===== config.mk =====
export PLATFORM = sky130hd
export DESIGN_NAME = bus_interface
export DESIGN_NICKNAME = d
export VERILOG_FILES = /design/src/rtl/bus_interface_pkg.sv /design/src/rtl/bus_lane_steer.sv /design/src/rtl/bus_interface.sv
export SDC_FILE = /design/constraint.sdc
export NUM_CORES = 1
export LEC_CHECK = 0
export BUFFER_PORTS_ARGS = -buffer_cell sky130_fd_sc_hd__buf_2
export CORE_ASPECT_RATIO = 1.75
export CORE_MARGIN = 5
export CORE_UTILIZATION = 40
export CTS_CLUSTER_DIAMETER = 120
export DETAILED_ROUTE_END_ITERATION = 8
export PLACE_DENSITY_LB_ADDON = 0.08
export SLEW_MARGIN = 20
export SYNTH_ARGS = -nofsm -noshare
export SYNTH_HDL_FRONTEND = slang
export SYNTH_HIERARCHICAL = 1
export SYNTH_SLANG_ARGS = --single-unit

===== constraint.sdc =====
create_clock -name clock -period 1.6 [get_ports clock]
set_clock_uncertainty 0.15 [all_clocks]
set_input_delay 0.16 -clock clock [delete_from_list [all_inputs] [get_ports clock]]
set_output_delay 0.16 -clock clock [all_outputs]
set_load 0.02 [all_outputs]

===== src/rtl/bus_interface_pkg.sv =====
// Shared types and helpers for the CPU-to-bus bridge: cycle width encoding,
// lane fill values and the big-endian strobe map.
package bus_interface_pkg;

    typedef enum logic [1:0] {
        CW_BYTE = 2'b00,
        CW_WORD = 2'b01,
        CW_LONG = 2'b10,
        CW_RSVD = 2'b11
    } t_cycle_width;

    localparam logic [7:0]  FILL_BYTE = 8'hFF;
    localparam logic [31:0] FILL_LONG = 32'hFFFF_FFFF;

    // Big-endian: byte address 0 lives in bits [31:24], hence strobe bit 3.
    function automatic logic [3:0] lane_strobes(input t_cycle_width w, input logic [1:0] a);
        logic [3:0] s;
        case (w)
            CW_BYTE: s = 4'b1000 >> a;
            CW_WORD: s = a[1] ? 4'b0011 : 4'b1100;
            CW_LONG: s = 4'b1111;
            default: s = 4'b0000;
        endcase
        return s;
    endfunction

endpackage


===== src/rtl/bus_lane_steer.sv =====
// Combinational lane steering: places CPU write data on the addressed byte
// lanes, extracts right-justified read data and produces raw lane strobes.
module bus_lane_steer
    import bus_interface_pkg::*;
(
    input  logic [1:0]   i_lane,
    input  t_cycle_width i_width,
    input  logic [31:0]  i_cpu_wdata,
    input  logic [31:0]  i_bus_rdata,
    output logic [31:0]  o_bus_wdata,
    output logic [31:0]  o_cpu_rdata,
    output logic [3:0]   o_strobes
);

    // Unselected lanes and unused upper read bits are ones-filled.
    always_comb begin
        o_bus_wdata = FILL_LONG;
        o_cpu_rdata = FILL_LONG;
        case (i_width)
            CW_BYTE: begin
                case (i_lane)
                    2'd0: begin
                        o_bus_wdata[31:24] = i_cpu_wdata[7:0];
                        o_cpu_rdata[7:0]   = i_bus_rdata[31:24];
                    end
                    2'd1: begin
                        o_bus_wdata[23:16] = i_cpu_wdata[7:0];
                        o_cpu_rdata[7:0]   = i_bus_rdata[23:16];
                    end
                    2'd2: begin
                        o_bus_wdata[15:8]  = i_cpu_wdata[7:0];
                        o_cpu_rdata[7:0]   = i_bus_rdata[15:8];
                    end
                    default: begin
                        o_bus_wdata[7:0]   = i_cpu_wdata[7:0];
                        o_cpu_rdata[7:0]   = i_bus_rdata[7:0];
                    end
                endcase
            end
            CW_WORD: begin
                // Only a[1] picks the half; a[0] is flagged upstream as misaligned.
                if (i_lane[1]) begin
                    o_bus_wdata[15:0] = i_cpu_wdata[15:0];
                    o_cpu_rdata[15:0] = i_bus_rdata[15:0];
                end else begin
                    o_bus_wdata[31:16] = i_cpu_wdata[15:0];
                    o_cpu_rdata[15:0]  = i_bus_rdata[31:16];
                end
            end
            CW_LONG: begin
                o_bus_wdata = i_cpu_wdata;
                o_cpu_rdata = i_bus_rdata;
            end
            default: begin
                o_bus_wdata = FILL_LONG;
                o_cpu_rdata = FILL_LONG;
            end
        endcase
    end

    assign o_strobes = lane_strobes(i_width, i_lane);

endmodule


===== src/rtl/bus_interface.sv =====
// CPU-to-bus bridge top: lane steering, request error gating and capture of
// the first faulting address since reset.
module bus_interface
    import bus_interface_pkg::*;
(
    input  logic         clock,
    input  logic         reset,
    input  logic [31:0]  cpu_address,
    input  t_cycle_width cpu_cycle_width,
    input  logic [31:0]  cpu_data_out,
    output logic [31:0]  cpu_data_in,
    input  logic         cpu_read,
    input  logic         cpu_write,
    output logic [31:2]  businterface_address,
    input  logic [31:0]  businterface_data_in,
    output logic [31:0]  businterface_data_out,
    output logic [3:0]   businterface_data_strobes,
    output logic         businterface_error,
    output logic         businterface_read,
    output logic         businterface_write,
    output logic         fault_valid,
    output logic [31:0]  fault_address
);

    logic [31:0] w_lane_wdata;
    logic [31:0] w_lane_rdata;
    logic [3:0]  w_lane_strobes;
    logic        w_request;
    logic        w_misaligned;
    logic        w_illegal;
    logic        w_error;
    logic        r_fault_valid;
    logic [31:0] r_fault_address;

    bus_lane_steer u_steer (
        .i_lane      (cpu_address[1:0]),
        .i_width     (cpu_cycle_width),
        .i_cpu_wdata (cpu_data_out),
        .i_bus_rdata (businterface_data_in),
        .o_bus_wdata (w_lane_wdata),
        .o_cpu_rdata (w_lane_rdata),
        .o_strobes   (w_lane_strobes)
    );

    assign w_request    = cpu_read | cpu_write;
    assign w_misaligned = ((cpu_cycle_width == CW_WORD) && cpu_address[0])
                        | ((cpu_cycle_width == CW_LONG) && (cpu_address[1:0] != 2'b00));
    assign w_illegal    = (cpu_cycle_width == CW_RSVD) | (cpu_read & cpu_write);
    assign w_error      = w_request & (w_misaligned | w_illegal);

    assign businterface_address      = cpu_address[31:2];
    assign businterface_error        = w_error;
    assign businterface_read         = cpu_read  & ~w_error;
    assign businterface_write        = cpu_write & ~w_error;
    assign businterface_data_strobes = (w_request && !w_error) ? w_lane_strobes : 4'b0000;
    assign businterface_data_out     = w_error ? FILL_LONG : w_lane_wdata;
    assign cpu_data_in               = w_error ? FILL_LONG : w_lane_rdata;

    // Sticky capture: only the first error after reset is recorded.
    always_ff @(posedge clock) begin
        if (reset) begin
            r_fault_valid   <= 1'b0;
            r_fault_address <= 32'h0;
        end else if (w_error && !r_fault_valid) begin
            r_fault_valid   <= 1'b1;
            r_fault_address <= cpu_address;
        end
    end

    assign fault_valid   = r_fault_valid;
    assign fault_address = r_fault_address;

endmodule


==> impl_results.md, run 1 <==
* Layout cells sized above 1 at 0.578
* Final Worst Setup Slack at -0.186 ns
* Int Pwr at 0.00258 W
* Yosys top cell area share at 0.175
* Residual DRC count at 0
* Total number of vias at 4349
* Endpoint class of the critical path: output pin
* Final instance area at 6250 µm²
* CTS clk-pin slew, worst paths at 0.05 ns
* Tmin final at 1.79 ns
* WP data arrival at 1.48 ns
* Fin util at 0.669
* F_max at 560 MHz
* Slew Limit Fails at 0
* Worst path required time at about 1.3 ns
* Setup TNS at -8.52 ns
* LEAKAGE at approximately 2.8 nW
* Clk buf depth at 2
* Crit-path max FO at 12
* Number of max-cap violations at 0
* HP Class: in -> reg
* Placer congestion estimate at 0.794
* Rows at 47
* Reg-to-reg startpoint: fault_valid$_SDFFE_PP0P_
* Hold path endpoint: fault_address[14]$_SDFFE_PP0P_
* Initial Utilization at 0.403
* Via density at 5.10
* Root Buffer: clkbuf_16
* CP startpoint kind: primary input
* Final setup viols at 69
* TritonRoute pass-1 iters at 5
* Placed Area at 5120 µm²
* Tot GR Track Use at 0.221
* Register share of total power at 0.231
* CTS Buf Count at 5
* Clock network fraction of design power at 0.234
* Die X-Extent at 83.4 µm
* Io pins at 236
* Fin crit share at 1.12
* CTS tree: built
* Die height at 138 µm
* Sw frac at 0.357
* Synth top area cells: dfxtp_1 18%, nand2b_1 13%, mux2i_1 11%
* Port Buf Inserts at 235
* Htree depth at 2
* Status: complete, but fails checks
* Dpl ws at -0.560 ns
* Worst Hold Depth at 3
* Pwr dens at 641 nW/µm²
* Routed wire per std cell at 16.3 µm
* Vias in the first global route at 4490
* Hold Startpoint: cpu_address[14]
* Die Footprint at 11500 µm²
* Combinational share of power at 0.534
* Commonest non-fill, non-tap cell in the layout: buf_2
* R2r setup slk at 0.24 ns
* Commonest cells after routing, fill and taps aside: 177 x buf_2, 78 x nand2b_1, 59 x buf_6, 40 x or2_4, 40 x mux2i_1
* Final Hold Viols at 0
* Total wire length at 13900 µm
* Area leader, netlist: dfxtp_1
* Yosys reg bits at 33
* Global-route wire length before repair at ~22000 µm
* Initial antenna violation count at 1
* Crit Path Category: in -> out
* P&R area growth vs syn at 66.0%
* Clock network latency to the later pin of the worst-skew pair at 0.27 ns
* Routed Antenna Nets at 0
* Placeable Area at 9350 µm²
* Layout Nets at 836
* Worst-margin pin slew at between 0.4 and 0.5 ns
* DRT iter0 DRCs at 127
* Net Count, Synth at slightly above 600
* Reg2reg path depth at 3
* Mapped Cells at between 500 and 600
* Sink Count at 33
* Peak VDD IR at 0.749 mV
* P_sw at 0.00143 W
* Post-synthesis sequential area ratio at 0.175
* Crit Reg-Reg Endpoint: fault_address[5]$_SDFFE_PP0P_
* Synth Warn # at 6
* Netlist cell types at 41
* Final HPWL DP at 9490 µm
* Failing checks: negative setup slack
* Relative slew margins at 0.727
* Mean Syn Cell Area at 7.50 µm²
* Synth Cell Area at about 3800 µm²
* Pin count of the biggest net entering global routing at 67
* Overflow after GRT at 0
* RSZ-0062 raised after global routing: true
stage by stage:
step / cells / hold slack [ns] / total power [W]
global route: 853 / 0.00844 / 0.00422
finish: 853 / 0.00363 / 0.00401
detailed placement: 825 / 0.290 / 0.00266
floorplan: 502 / 0.165 / 0.00209
global placement: 825 / 0.280 / 0.00264
CTS: 847 / 0.00164 / 0.00387
sequential cells by signal, summed over array words and instances, names as in the netlist:
signal / flops
fault_valid: 1
fault_address: 32
per-layer routing:
metal | up-vias | wire length [µm] | track usage
met5 | - | 0 | 0
met4 | 0 | 558 | 0.115
met3 | 36 | 979 | 0.0440
met2 | 197 | 7540 | 0.420
met1 | 2003 | 4790 | 0.221
li1 | 2113 | - | -
power by group through the flow:
stage          clock network (W)  logic (W)  registers, W
2_1_floorplan                  0    0.00106       0.00103
3_3_place_gp                   0    0.00170      0.000939
3_5_place_dp                   0    0.00172      0.000942
4_1_cts                 0.000964    0.00198      0.000928
5_1_grt                 0.000997    0.00228      0.000935
6_report                0.000939    0.00214      0.000928
repair_timing:
item,in CTS,in global routing
cloned,6,3
hold buffers,3,0
gates resized for setup,134,88
pin swaps,13,6
setup endpoints to repair,103,70
setup buffers,6,2
endpoints found under the hold margin,3,0
cell usage after synthesis:
cell / instances
and2_1: 4
o21ai_1: 5
o21a_1: 1
o21ai_0: 45
mux2_1: 1
mux2_2: 17
nor3_1: 9
nand2b_1: 78
inv_2: 1
nor2_4: 1
nand3_1: 24
a22oi_1: 1
o21ba_2: 1
a21boi_4: 1
buf_1: 2
mux2i_1: 40
dfxtp_1: 33
a21oi_1: 29
or2_2: 44
or2_1: 21
nand2b_2: 1
a21o_1: 1
clkbuf_1: 19
nor2_1: 12
xor2_1: 1
a21oi_2: 2
nand2_1: 25
ha_1: 4
a2111oi_4: 1
a221o_1: 7
or2_0: 1
nor2b_2: 1
mux2_4: 6
buf_2: 14
buf_6: 5
o211ai_1: 1
buf_4: 33
or2b_1: 2
nor2b_1: 3
inv_1: 3
a211oi_2: 2
worst max-delay path: stages:
cell and delay [ns]:
buf_12 0.11, ha_2 0.19, buf_12 0.16, a21oi_4 0.18, buf_12 0.14, buf_16 0.10
o21ai_1 0.06, or2_4 0.23, buf_6 0.13
cell type report:
type | count | area [µm²]
sequential | 33 | 661
tap | 122 | 153
fill | 809 | 3100
clock buffer | 7 | 143
multi-input combinational | 392 | 2940
antenna | 1 | 2.50
inverter | 4 | 27.5
timing repair buffer | 294 | 2330
worst max path at each step:
stage	endpoint	cells past startpoint	slack, ns	startpoint
4_1_cts	cpu_data_in[0]	9	-0.16	cpu_cycle_width[0]
3_5_place_dp	cpu_data_in[2]	8	-0.56	cpu_cycle_width[1]
6_report	businterface_data_out[6]	9	-0.19	cpu_cycle_width[0]
3_3_place_gp	cpu_data_in[2]	8	-0.49	cpu_cycle_width[1]
5_1_grt	cpu_data_in[5]	9	-0.24	cpu_cycle_width[0]
2_1_floorplan	businterface_data_out[0]	8	0.004	cpu_cycle_width[0]
cells by family (layout without fill, tap and decap cells):
family,count (synthesis),in the layout,share of synthesized area
and+or+nand+nor,226,226,0.343
AOI/OAI and AO/OA,97,97,0.158
buffers and inverters,77,305,0.124
muxes,64,64,0.184
DFF,33,33,0.175
adders and majority gates,4,4,0.0133
xor gates and xnor gates,1,1,0.00233
other,0,1,0
Note: power is estimated with default switching activity, not from simulation.
==> run 2: changes to the inputs <==
--- a/config.mk
+++ b/config.mk
@@ -6,9 +6,11 @@
 export NUM_CORES = 1
 export LEC_CHECK = 0
 export BUFFER_PORTS_ARGS = -buffer_cell sky130_fd_sc_hd__buf_2
+export CELL_PAD_IN_SITES_DETAIL_PLACEMENT = 1
+export CELL_PAD_IN_SITES_GLOBAL_PLACEMENT = 2
 export CORE_ASPECT_RATIO = 1.75
 export CORE_MARGIN = 5
-export CORE_UTILIZATION = 40
+export CORE_UTILIZATION = 20
 export CTS_CLUSTER_DIAMETER = 120
 export DETAILED_ROUTE_END_ITERATION = 8
 export PLACE_DENSITY_LB_ADDON = 0.08
==> impl_results.md, run 2 (same netlist as run 1, synthesis figures left out) <==
* Status: complete, but fails checks
* Failing checks: negative setup slack
* Initial antenna violation count at 3 (+2)
* Finished Layout Cells at 1002 (+17%)
* CP startpoint kind: primary input
* Clock network latency to the later pin of the worst-skew pair at 0.28 ns (about the same)
* Placer congestion estimate at 0.752 (-5.3%)
* Via density at 4.51 (-12%)
* Total number of vias at 4520 (+3.9%)
* RSZ-0062 raised after global routing: true
* Pwr dens at 636 nW/µm² (-0.80%)
* Crit-path max FO at 7 (-5)
* P&R area growth vs syn at 82.0%
* Design Power at 0.00436 W (+8.8%)
* Io pins at 236 (unchanged)
* Setup TNS at -8.82 ns (-0.304 ns)
* Die height at 192 µm (+38%)
* Routed wire per std cell at 17.8 µm (+9.2%)
* Routed Antenna Nets at 0 (unchanged)
* Routing usage on met3 at 0.0295 (-0.0146)
* Worst path required time at 1.29 ns (about the same)
* Fin crit share at 1.13 (+0.0187)
* Combinational share of power at 0.521 (-0.013)
* Die Footprint at 21800 µm² (+89%)
* Final Hold Viols at 0 (unchanged)
* Placed Area at 5330 µm² (+4.1%)
* Crit Path Category: in -> out
* Die X-Extent at 114 µm (+36%)
* Register share of total power at 0.212 (-0.019)
* CTS tree: built
* Sink Count at 33 (unchanged)
* CTS clk-pin slew, worst paths at 0.05 ns (about the same)
* Clock network fraction of design power at 0.266 (+0.032)
* Commonest cells after routing, fill and taps aside: 172 x buf_2, 78 x nand2b_1, 64 x buf_6, 46 x buf_4, 40 x mux2i_1
* Initial Utilization at 0.203 (-0.200)
* Final setup viols at 66 (-4.3%)
* R2r setup slk at 0.24 ns (about the same)
* Residual DRC count at 0 (unchanged)
* Root Buffer: clkbuf_16
* Worst-margin pin slew at 0.369 ns (-0.0398 ns)
* Int Pwr at 0.00280 W (+8.7%)
* P_sw at 0.00156 W (+9.0%)
* Final Worst Setup Slack at -0.216 ns (-0.0299 ns)
* Fill cells at 2222 (+170%)
* F_max at 551 MHz (-1.6%)
* Layout Nets at 867 (+3.7%)
* Relative slew margins at 0.754 (+0.0274)
* Vias in the first global route at 5005 (+11%)
* Peak VDD IR at 0.632 mV (-16%)
* WP data arrival at 1.51 ns (+0.03 ns)
* Gr busiest metal: met2
* GR Util met2 at 0.317 (-0.103)
* Commonest non-fill, non-tap cell in the layout: buf_2
* Placeable Area at 18600 µm² (+99%)
* DRT iter0 DRCs at 110 (-13%)
* Slew Limit Fails at 0 (unchanged)
* Met1 usage at 0.153 (-0.0676)
* Post-Place Cells at 948 (+15%)
* Endpoint class of the critical path: output pin
* Htree depth at 2 (unchanged)
* Total wire length at 17800 µm (+28%)
* Pin count of the biggest net entering global routing at 60 (-10%)
* Number of max-cap violations at 0 (unchanged)
* Layout cells sized above 1 at 0.601 (+0.0230)
* Overflow after GRT at 0 (unchanged)
* HP Class: in -> reg
* Final HPWL DP at 13600 µm (+44%)
* Port Buf Inserts at 235 (unchanged)
* Clk buf depth at 2 (unchanged)
* Sw frac at 0.358 (+0.000680)
* Tmin final at 1.82 ns (+0.0299 ns)
* LEAKAGE at 3.04 nW (+7.0%)
* Fin util at 0.369 (-0.300)
* TritonRoute pass-1 iters at 4 (-1)
* Final instance area at 6860 µm² (+9.6%)
* CTS Buf Count at 5 (unchanged)
* Rows at 66 (+40%)
* Tot GR Track Use at 0.157 (-0.0635)
* Largest register FFs at 32 (unchanged)
* Global-route wire length before repair at 27000 µm (+25%)
## run 2: cell types whose count changed in the layout (fill, tap and decap cells not counted), moves of 5 or more
cell / delta
buf_2: -5
o21ai_0: -5
dlygate4sd3_1: +18
nor3_4: +6
o21ai_1: -5
o21ai_2: +9
nand2_1: -7
nand2_2: +7
buf_4: +14
buf_6: +5
## run 2: worst max-delay path, cell delays in order
cell and delay, ns:
buf_12 0.11, inv_8 0.04, ha_4 0.18, buf_12 0.15, a21oi_2 0.10, o21ai_1 0.07
a221o_1 0.31, or2_4 0.26, buf_6 0.13
## run 2: per-layer routing
layer	part of all wire	up-vias
met5	0.00039	-
met1	0.34	2139
met3	0.060	31
met4	0.031	2
li1	-	2182
met2	0.57	166
## run 2: layout make-up
cell class | count | area [µm²] | share of cell area
repair buffers | 325 | 2610 | 0.381
flip-flops and latches | 33 | 661 | 0.0963
clock inverters | 2 | 37.5 | 0.00547
inverters | 4 | 30.0 | 0.00438
multi-input cells | 392 | 3080 | 0.449
well taps | 238 | 298 | 0.0434
clock buffers | 6 | 139 | 0.0203
diodes | 2 | 5.00 | 0.000730
## run 2: final timing paths
kind,from,to,depth (start not counted)
worst max-delay path,cpu_cycle_width[0],cpu_data_in[3],9
worst min register to register,fault_address[13]$_SDFFE_PP0P_,fault_address[13]$_SDFFE_PP0P_,2
worst min-delay path,cpu_address[28],fault_address[28]$_SDFFE_PP0P_,3
worst max register to register,fault_valid$_SDFFE_PP0P_,fault_address[7]$_SDFFE_PP0P_,3
## run 2: per-stage QoR
step                setup slack, ns  hold WS (ns)
floorplan                   0.00354         0.165
detailed placement           -0.598         0.298
global route                 -0.248        0.0164
CTS                          -0.202       0.00307
global placement             -0.554         0.281
finish                       -0.216       0.00864
## run 2: timing repair
action,CTS,global route
endpoints found under the setup margin,71,70
hold endpoints to repair,21,0
gates cloned,5,1
pin swaps,20,26
buffers inserted,9,9
hold buffers,21,0
resized for setup,202,63
## run 2: power groups by stage
stage / registers [W] / logic (W) / clock network (W)
2_1_floorplan: 0.00103 / 0.00106 / 0
3_3_place_gp: 0.000940 / 0.00180 / 0
3_5_place_dp: 0.000944 / 0.00182 / 0
4_1_cts: 0.000929 / 0.00220 / 0.00121
5_1_grt: 0.000934 / 0.00244 / 0.00124
6_report: 0.000926 / 0.00227 / 0.00116
